File: config.mk
export PLATFORM = sky130hd
export DESIGN_NAME = shift_engine
export DESIGN_NICKNAME = d
export VERILOG_FILES = /design/src/rtl/shift_engine_pkg.sv /design/src/rtl/shift_step.sv /design/src/rtl/shift_engine.sv
export SDC_FILE = /design/constraint.sdc
export NUM_CORES = 1
export LEC_CHECK = 0
export CAP_MARGIN = 20
export CORE_MARGIN = 2
export CORE_UTILIZATION = 50
export CTS_BUF_LIST = sky130_fd_sc_hd__clkbuf_4 sky130_fd_sc_hd__clkbuf_8 sky130_fd_sc_hd__clkbuf_16
export CTS_CLUSTER_SIZE = 24
export DETAILED_ROUTE_END_ITERATION = 10
export DONT_BUFFER_PORTS = 1
export PLACE_DENSITY_LB_ADDON = 0.2
export REMOVE_ABC_BUFFERS = 1
export SETUP_SLACK_MARGIN = 0.02
export SYNTH_ARGS = -nofsm -noshare
export SYNTH_HDL_FRONTEND = slang
export SYNTH_HIERARCHICAL = 1
export SYNTH_SLANG_ARGS = --single-unit
export TNS_END_PERCENT = 5
File: constraint.sdc
create_clock -name clock -period 2.05 [get_ports clock]
set_clock_uncertainty 0.15 [all_clocks]
set_input_delay 0.41 -clock clock [delete_from_list [all_inputs] [get_ports clock]]
set_output_delay 0.41 -clock clock [all_outputs]
set_load 0.005 [all_outputs]
File: src/rtl/shift_engine_pkg.sv
// Shared types and op encodings for the multi-mode shift engine and its controllers.
package shift_engine_pkg;

  typedef enum logic [2:0] {
    OP_LOAD = 3'b000,
    OP_LSR  = 3'b001,
    OP_ASR  = 3'b010,
    OP_LSL  = 3'b011,
    OP_ROR  = 3'b100,
    OP_ROL  = 3'b101,
    OP_NOP6 = 3'b110,
    OP_NOP7 = 3'b111
  } op_e;

  typedef enum logic [1:0] {
    ST_IDLE  = 2'd0,
    ST_SHIFT = 2'd1,
    ST_DONE  = 2'd2
  } state_e;

  // Raw command codes for controller blocks that drive op as a plain vector.
  localparam logic [2:0] OP_CODE_LOAD = 3'b000;
  localparam logic [2:0] OP_CODE_LSR  = 3'b001;
  localparam logic [2:0] OP_CODE_ASR  = 3'b010;
  localparam logic [2:0] OP_CODE_LSL  = 3'b011;
  localparam logic [2:0] OP_CODE_ROR  = 3'b100;
  localparam logic [2:0] OP_CODE_ROL  = 3'b101;
  localparam logic [2:0] OP_CODE_NOP  = 3'b110;

  function automatic logic is_shift_op(input op_e o);
    return (o == OP_LSR) || (o == OP_ASR) || (o == OP_LSL) ||
           (o == OP_ROR) || (o == OP_ROL);
  endfunction

endpackage

File: src/rtl/shift_step.sv
// Combinational single-step shifter: next register value and the bit leaving it.
module shift_step
  import shift_engine_pkg::*;
#(
  parameter int unsigned WIDTH = 8
) (
  input  op_e              op,
  input  logic [WIDTH-1:0] q,
  output logic [WIDTH-1:0] q_next,
  output logic             out_bit
);

  always_comb begin
    q_next  = q;
    out_bit = 1'b0;
    case (op)
      OP_LSR: begin
        q_next  = {1'b0, q[WIDTH-1:1]};
        out_bit = q[0];
      end
      OP_ASR: begin
        q_next  = {q[WIDTH-1], q[WIDTH-1:1]};
        out_bit = q[0];
      end
      OP_LSL: begin
        q_next  = {q[WIDTH-2:0], 1'b0};
        out_bit = q[WIDTH-1];
      end
      OP_ROR: begin
        q_next  = {q[0], q[WIDTH-1:1]};
        out_bit = q[0];
      end
      OP_ROL: begin
        q_next  = {q[WIDTH-2:0], q[WIDTH-1]};
        out_bit = q[WIDTH-1];
      end
      default: begin
        q_next  = q;
        out_bit = 1'b0;
      end
    endcase
  end

endmodule

File: src/rtl/shift_engine.sv
// Sequential shift/rotate engine, one bit position per clock, start/ready/done handshake.
// Optional feature: define SHIFT_ENGINE_ABORT_EN to add an abort input.
module shift_engine
  import shift_engine_pkg::*;
#(
  parameter  int unsigned WIDTH = 8,
  localparam int unsigned CNT_W = $clog2(WIDTH) + 1
) (
  input  logic             clock,
  input  logic             reset_n,
`ifdef SHIFT_ENGINE_ABORT_EN
  input  logic             abort,
`endif
  input  logic             start,
  input  logic [2:0]       op,
  input  logic [CNT_W-1:0] amount,
  input  logic [WIDTH-1:0] load_val,
  output logic             ready,
  output logic             done,
  output logic [WIDTH-1:0] q,
  output logic             serial_out
);

  state_e           state_q, state_d;
  op_e              op_q, op_d;
  logic [CNT_W-1:0] cnt_q, cnt_d;
  logic [WIDTH-1:0] q_q, q_d;
  logic             serial_q, serial_d;

  logic [WIDTH-1:0] step_q;
  logic             step_bit;
  logic             abort_w;
  op_e              op_in;

`ifdef SHIFT_ENGINE_ABORT_EN
  assign abort_w = abort;
`else
  assign abort_w = 1'b0;
`endif

  assign op_in = op_e'(op);

  shift_step #(.WIDTH(WIDTH)) u_step (
    .op      (op_q),
    .q       (q_q),
    .q_next  (step_q),
    .out_bit (step_bit)
  );

  always_ff @(posedge clock) begin
    if (!reset_n) begin
      state_q  <= ST_IDLE;
      op_q     <= OP_LOAD;
      cnt_q    <= '0;
      q_q      <= '0;
      serial_q <= 1'b0;
    end else begin
      state_q  <= state_d;
      op_q     <= op_d;
      cnt_q    <= cnt_d;
      q_q      <= q_d;
      serial_q <= serial_d;
    end
  end

  // Datapath updates ride along with the next-state decision; reset outranks abort via the flop block.
  always_comb begin
    state_d  = state_q;
    op_d     = op_q;
    cnt_d    = cnt_q;
    q_d      = q_q;
    serial_d = serial_q;
    case (state_q)
      ST_IDLE: begin
        if (start) begin
          op_d  = op_in;
          cnt_d = amount;
          if (op_in == OP_LOAD) begin
            q_d     = load_val;
            state_d = ST_DONE;
          end else if (!is_shift_op(op_in) || (amount == '0)) begin
            state_d = ST_DONE;
          end else begin
            state_d = ST_SHIFT;
          end
        end
      end
      ST_SHIFT: begin
        if (abort_w) begin
          state_d = ST_IDLE;
        end else begin
          q_d      = step_q;
          serial_d = step_bit;
          cnt_d    = cnt_q - CNT_W'(1);
          if (cnt_q == CNT_W'(1)) begin
            state_d = ST_DONE;
          end
        end
      end
      ST_DONE: begin
        state_d = ST_IDLE;
      end
      default: begin
        state_d = ST_IDLE;
      end
    endcase
  end

  always_comb begin
    ready = (state_q == ST_IDLE);
    done  = (state_q == ST_DONE);
  end

  assign q          = q_q;
  assign serial_out = serial_q;

endmodule

==> Word-level counts from Yosys, hierarchy flattened <==
Cells that the tools add are included.
{ "op_classes": {"n_addsub": 1, "n_eq_ne": 19, "n_mux": 12, "reduce_logical": 17} }
{ "op_table": {"columns": ["operator", "count"], "rows": [
  ["one-hot mux 8 bit (5 select lines)", 1],
  ["2-to-1 mux 8 bit", 2],
  ["one-hot mux 8 bit (2 select lines)", 1],
  ["equality test 3 x 2 -> 1 bit (second input constant)", 4],
  ["equality test 3 bit (second input constant)", 4],
  ["2-to-1 mux 2 bit", 4],
  ["one-hot mux 4 bit (2 select lines)", 1],
  ["equality test 3 x 1 -> 1 bit (second input constant)", 2],
  ["inequality test 2 bit (second input constant)", 3],
  ["inequality test 6 x 1 -> 1 bit (second input constant)", 1],
  ["AND reduction 2 bit", 3],
  ["logical OR 1 bit", 5],
  ["inequality test 5 x 1 -> 1 bit (second input constant)", 1],
  ["AND reduction 5 bit", 1],
  ["equality test 4 x 1 -> 1 bit (second input constant)", 1],
  ["logical NOT 4 bit", 1],
  ["2-to-1 mux 4 bit", 1],
  ["one-hot mux 2 bit (2 select lines)", 1],
  ["AND reduction 4 bit", 1],
  ["subtractor 4 x 1 -> 4 bit (second input constant)", 1],
  ["logical NOT 3 bit", 1],
  ["OR reduction 3 bit", 1],
  ["equality test 2 x 1 -> 1 bit (second input constant)", 1],
  ["equality test 2 bit (second input constant)", 1],
  ["other kinds (6)", 6]
]} }
{ "totals": {"register_bits": 18, "in_bits": 18, "out_inout_bits": 11} }

==> Logic depth before layout (Yosys ltp) <==
{ "depth": {"word_depth": 11, "mapped_depth": 7, "ltp_nobuf": 5} }

==> Modules after synthesis <==
The synthesis kept the hierarchy.
{ "by_module_without_submodules": {"columns": ["mod", "instances", "cells_per_inst", "area_each_um2"], "rows": [
  ["shift_engine", 1, 107, 862.1],
  ["shift_step", 1, 51, 372.9]
]} }

==> Least setup slack after synthesis <==
No wires, ideal clock.
{ "synth_timing": {"path_kind": "input to register", "startpoint": "in op[2]", "endpoint": "reg q_q[0] (netlist: q[0])", "t_arrival_ns": 1.581, "path_slack_ns": 0.231, "stages": 5, "cell_sequence": "or4b_4 > a21oi_4 > buf_6 > nor2_1 > a311oi_2"} }
{ "synth_between": {"elab_chain_cells": 3} }
{ "synth_lines": {"columns": ["item", "line_no", "rtl"], "rows": [
  ["start: declaration", "shift_engine.sv:15", "input logic [2:0] op,"],
  ["logical NOT 3 bit", "shift_engine.sv:78", "if (op_in == OP_LOAD) begin"],
  ["inequality test 2 x 1 -> 1 bit (no line)", null, null],
  ["AND reduction 4 bit (no line)", null, null],
  ["end signal: assignment", "shift_engine.sv:61", "q_q <= q_d;"],
  ["end: declaration", "shift_engine.sv:27", "logic [WIDTH-1:0] q_q, q_d;"]
]} }
Every way passes these cells.
A chain may end at the register's enable or synchronous reset.

==> Worst setup path after layout <==
{ "layout_timing": {"startpoint": "reg op_q[0]", "endpoint": "reg q_q[2] (netlist: q[2])"} }
{ "layout_between": {"elab_chain_cells": 3, "word_cells_on_any_way": 9, "classes_between": "eq/ne: 6; mux: 2; reduce/logical: 1"} }
{ "layout_lines": {"columns": ["item", "line_no", "rtl"], "rows": [
  ["start: declaration", "shift_engine.sv:25", "op_e op_q, op_d;"],
  ["start signal: assignment", "shift_engine.sv:59", "op_q <= op_d;"],
  ["equality test 3 bit (tied with other cells)", "shift_step.sv:16", "case (op)"],
  ["one-hot mux 8 bit (5 select lines) *", "shift_step.sv:16", null],
  ["via step_q[2]", "shift_engine.sv:30", "logic [WIDTH-1:0] step_q;"],
  ["one-hot mux 8 bit (2 select lines) *", "shift_engine.sv:73", "case (state_q)"]
]} }
The timed path passes the listed nets; every way through them passes the cells marked *.

==> qor.log <==
[route] average wire per cell in the routed design 14.9 µm
[sta] setup repair after global routing missed its margin no
[pwr] cell internal power dissipation 602 µW
[global_routing] pin count of the biggest net entering global routing 18
[final_layout] ratio of cells with drive above 1 in the final layout 12.4%
[yosys] top-count cell post-synth sky130_fd_sc_hd__nand2_1
[floorplanning] number of placement rows 18
[yosys] cell taking the most area after synthesis sky130_fd_sc_hd__dfxtp_1
[floorplanning] placeable core region 0.00241 mm²
[sta] Worst Slack Setup Final 235 ps
[pwr] Clk network pwr share 18.3%
[yosys] count of cell types in the netlist 39
[sta] crit path time final 1810 ps
[sta] max_slew headroom 64.6%
[setup_path] crit start category register
[global_routing] remaining global-route overflow 0
[global_routing] via count of the first global-routing pass 1093
[pwr] static power due to leakage 0.456 nW
[clock_network] # clock sinks 18
[final_layout] filler cell count 235
[setup_path] sort of element at the end of the critical path register
[yosys] list of most frequent post-synthesis cells sky130_fd_sc_hd__nand2_1 (34), sky130_fd_sc_hd__nor2_1 (19), sky130_fd_sc_hd__dfxtp_1 (18)
[pwr] fraction of power spent switching nets 35.9%
[route] Vias/cell 6.09
[clock_network] number of resized instances in the post-cts repair step 0
[sta] final-report hold violation count 0
[floorplanning] Die Span Y 53.7 µm
[placement] routability-driven placement congestion ratio 0.824
[sta] pins over their slew limit 0
[pwr] NetSw 337 µW
[yosys] most used flip-flop cell after synthesis sky130_fd_sc_hd__dfxtp_1
[route] first-pass iteration count of the detailed router 5
[yosys] Synth async-reset ratio 0%
[yosys] proportion of netlist area held by the largest area contributor 29.2%
[global_routing] first-pass GRT wire length 4670 µm
[yosys] main area contributors after synthesis sky130_fd_sc_hd__dfxtp_1 (29%), sky130_fd_sc_hd__nand2_1 (10%), sky130_fd_sc_hd__nor2_1 (5.8%)
[placement] half-perimeter wire length after detailed placement 2110 µm
[setup_path] maximum net fanout on the critical path 10
[yosys] cell area after technology mapping 0.00123 mm²
[route] number of routed nets with antenna violations 0
[global_routing] overall routing resource usage 21.7%
[yosys] sequential element share of the synthesized area 29.2%
[run] number of violations of the max-capacitance limit 0
[clock_network] clock transition time at the flip-flop clock pins of the worst setup and hold paths 100 ps
[floorplanning] initial core utilization 51.2%
[final_layout] nets@finish 183
[clock_network] buffer type at the clock tree root sky130_fd_sc_hd__clkbuf_4
[yosys] Avg Synthesized Cell Area 7.82 µm²
[pwr] maximum resistive drop on vdd 0.000483 V
[sta] setup violation total in the final timing report 0
[final_layout] Sequential Area 360 µm²
[yosys] synth warn 6
[final_layout] layout overhead on the synthesized area 4.56%
[clock_network] Post-CTS Setup Inserts 0
[setup_path] required time of the critical path 2090 ps
[pwr] total power consumption of the routed design 939 µW
[clock_network] maximum root-to-sink buffer count 2
[clock_network] TritonCTS Buffers 3
[clock_network] CTS HTree Levels 1
[floorplanning] count of pins on the block boundary 29
[setup_path] critical path arrival 1860 ps
[route] violation count after the first detailed-routing iteration 54
[placement] number of buffers added on ports 0
[floorplanning] overall die width 53.7 µm
[yosys] number of instances in the synthesized netlist 158
[clock_network] CTS Hold Bufs 0
[yosys] EDFF count, synth 0
[pwr] sequential share of power 49.2%
[pwr] PwrDens 727 mW/mm²
[floorplanning] overall die area 0.00288 mm²
[clock_network] CTS tree yes
[final_layout] multi-input logic area 788 µm²
[run_status] run status finished, final reports clean
[sta] final clock period utilization by the worst path 88.5%
[global_routing] number of antenna violations at the first check in global routing 0
[pwr] Comb power frac 32.5%
[yosys] number of synthesized register bits 18
[sta] transition time at the pin with the least slew margin 527 ps
[final_layout] diode insertion count for antenna repair 0
[route] final routed DRC violation total 0
[sta] summed negative setup slack over all endpoints 0 ps
[setup_path] crit path kind reg -> reg
[clock_network] clock latency on the worst-skew pair 280 ps
[min_path] HP Class in -> reg
[route] routed via count 1163
[placement] post-placement worst setup slack 98.3 ps
[route] DRT Wirelength 2840 µm
[sta] Highest Clock Rate 551 MHz
[critical path: stages, from the launching register on]
cell                       delay (ps)
sky130_fd_sc_hd__dfxtp_1          440
sky130_fd_sc_hd__buf_4            200
sky130_fd_sc_hd__or3_1            330
sky130_fd_sc_hd__nand2_1          140
sky130_fd_sc_hd__a221o_1          170
sky130_fd_sc_hd__nand2_1           60
sky130_fd_sc_hd__a311oi_1         240
[placed cells by master, fill, tap and decap left out, drive strengths merged, types with 3 or more instances in the layout]
master	synthesis	layout
nand2	34	34
nor2	20	20
dfxtp	18	18
buf	6	9
a311oi	8	8
a21oi	7	7
nand3	6	6
mux2i	6	6
nor2b	5	5
nand2b	5	5
a211oi	4	4
o211ai	4	4
a221o	4	4
inv	3	3
nor3b	3	3
nor3	3	3
clkbuf	3	3
[layer usage]
layer	up-vias	GRT usage [%]	wire length, µm
met5	-	0	0
met4	0	6.84	8
met3	2	3.33	149
met2	28	38.0	1450
met1	551	27.1	1240
li1	582	-	-
[flip-flops by register name, summed over array words and instances (netlist names)]
signal,cells
q,8
cnt_q,4
state_q,2
serial_out,1
op_q,3
[power groups by stage]
stage	Sequential [mW]	Clock (mW)	Combinational, mW
2_1_floorplan	0.456	0	0.224
3_3_place_gp	0.468	0	0.291
3_5_place_dp	0.471	0	0.303
4_1_cts	0.462	0.174	0.304
5_1_grt	0.473	0.188	0.341
6_report	0.462	0.171	0.305
[path summary, 6_finish.rpt]
kind,slack [ps],start,end,cells after the start
setup / recovery,240,op_q[0]$_SDFFE_PN0P_,q[2]$_SDFFE_PN0P_,6
hold / removal,90,reset_n,state_q[1]$_SDFFE_PN0P_,2
setup reg to reg,240,op_q[0]$_SDFFE_PN0P_,q[2]$_SDFFE_PN0P_,6
hold reg to reg,350,serial_out$_SDFFE_PN0P_,serial_out$_SDFFE_PN0P_,2
[stage by stage]
| step | utilization, % | hold slack (ps) | instance area, µm² | std cells |
|---|---|---|---|---|
| 2_1_floorplan | - | 303 | 1160 | 149 |
| 3_3_place_gp | 52.6 | 320 | 1270 | 188 |
| 3_5_place_dp | 52.6 | 331 | 1270 | 188 |
| 4_1_cts | 53.6 | 91.1 | 1290 | 191 |
| 5_1_grt | 53.6 | 89.9 | 1290 | 191 |
| 6_report | 53.6 | 91.3 | 1290 | 191 |
[final cells by class]
cell class | instances | share of cell area [%]
inverters | 4 | 1.16
well taps | 30 | 2.91
clock buffers | 3 | 1.74
flip-flops and latches | 18 | 27.9
multi-input cells | 127 | 61.0
repair buffers | 9 | 5.23
[cells by family (layout without fill, tap and decap cells)]
kind of cell / after synthesis / in the layout / synth area share [%]
compound gates: 38 / 38 / 25.5
flops: 18 / 18 / 29.2
fa+ha+maj: 2 / 2 / 2.03
mux: 6 / 6 / 4.86
buf+inv: 13 / 16 / 6.99
simple gates: 80 / 80 / 30.1
xor+xnor: 1 / 1 / 1.32
Note: power is estimated with default switching activity, not from simulation.
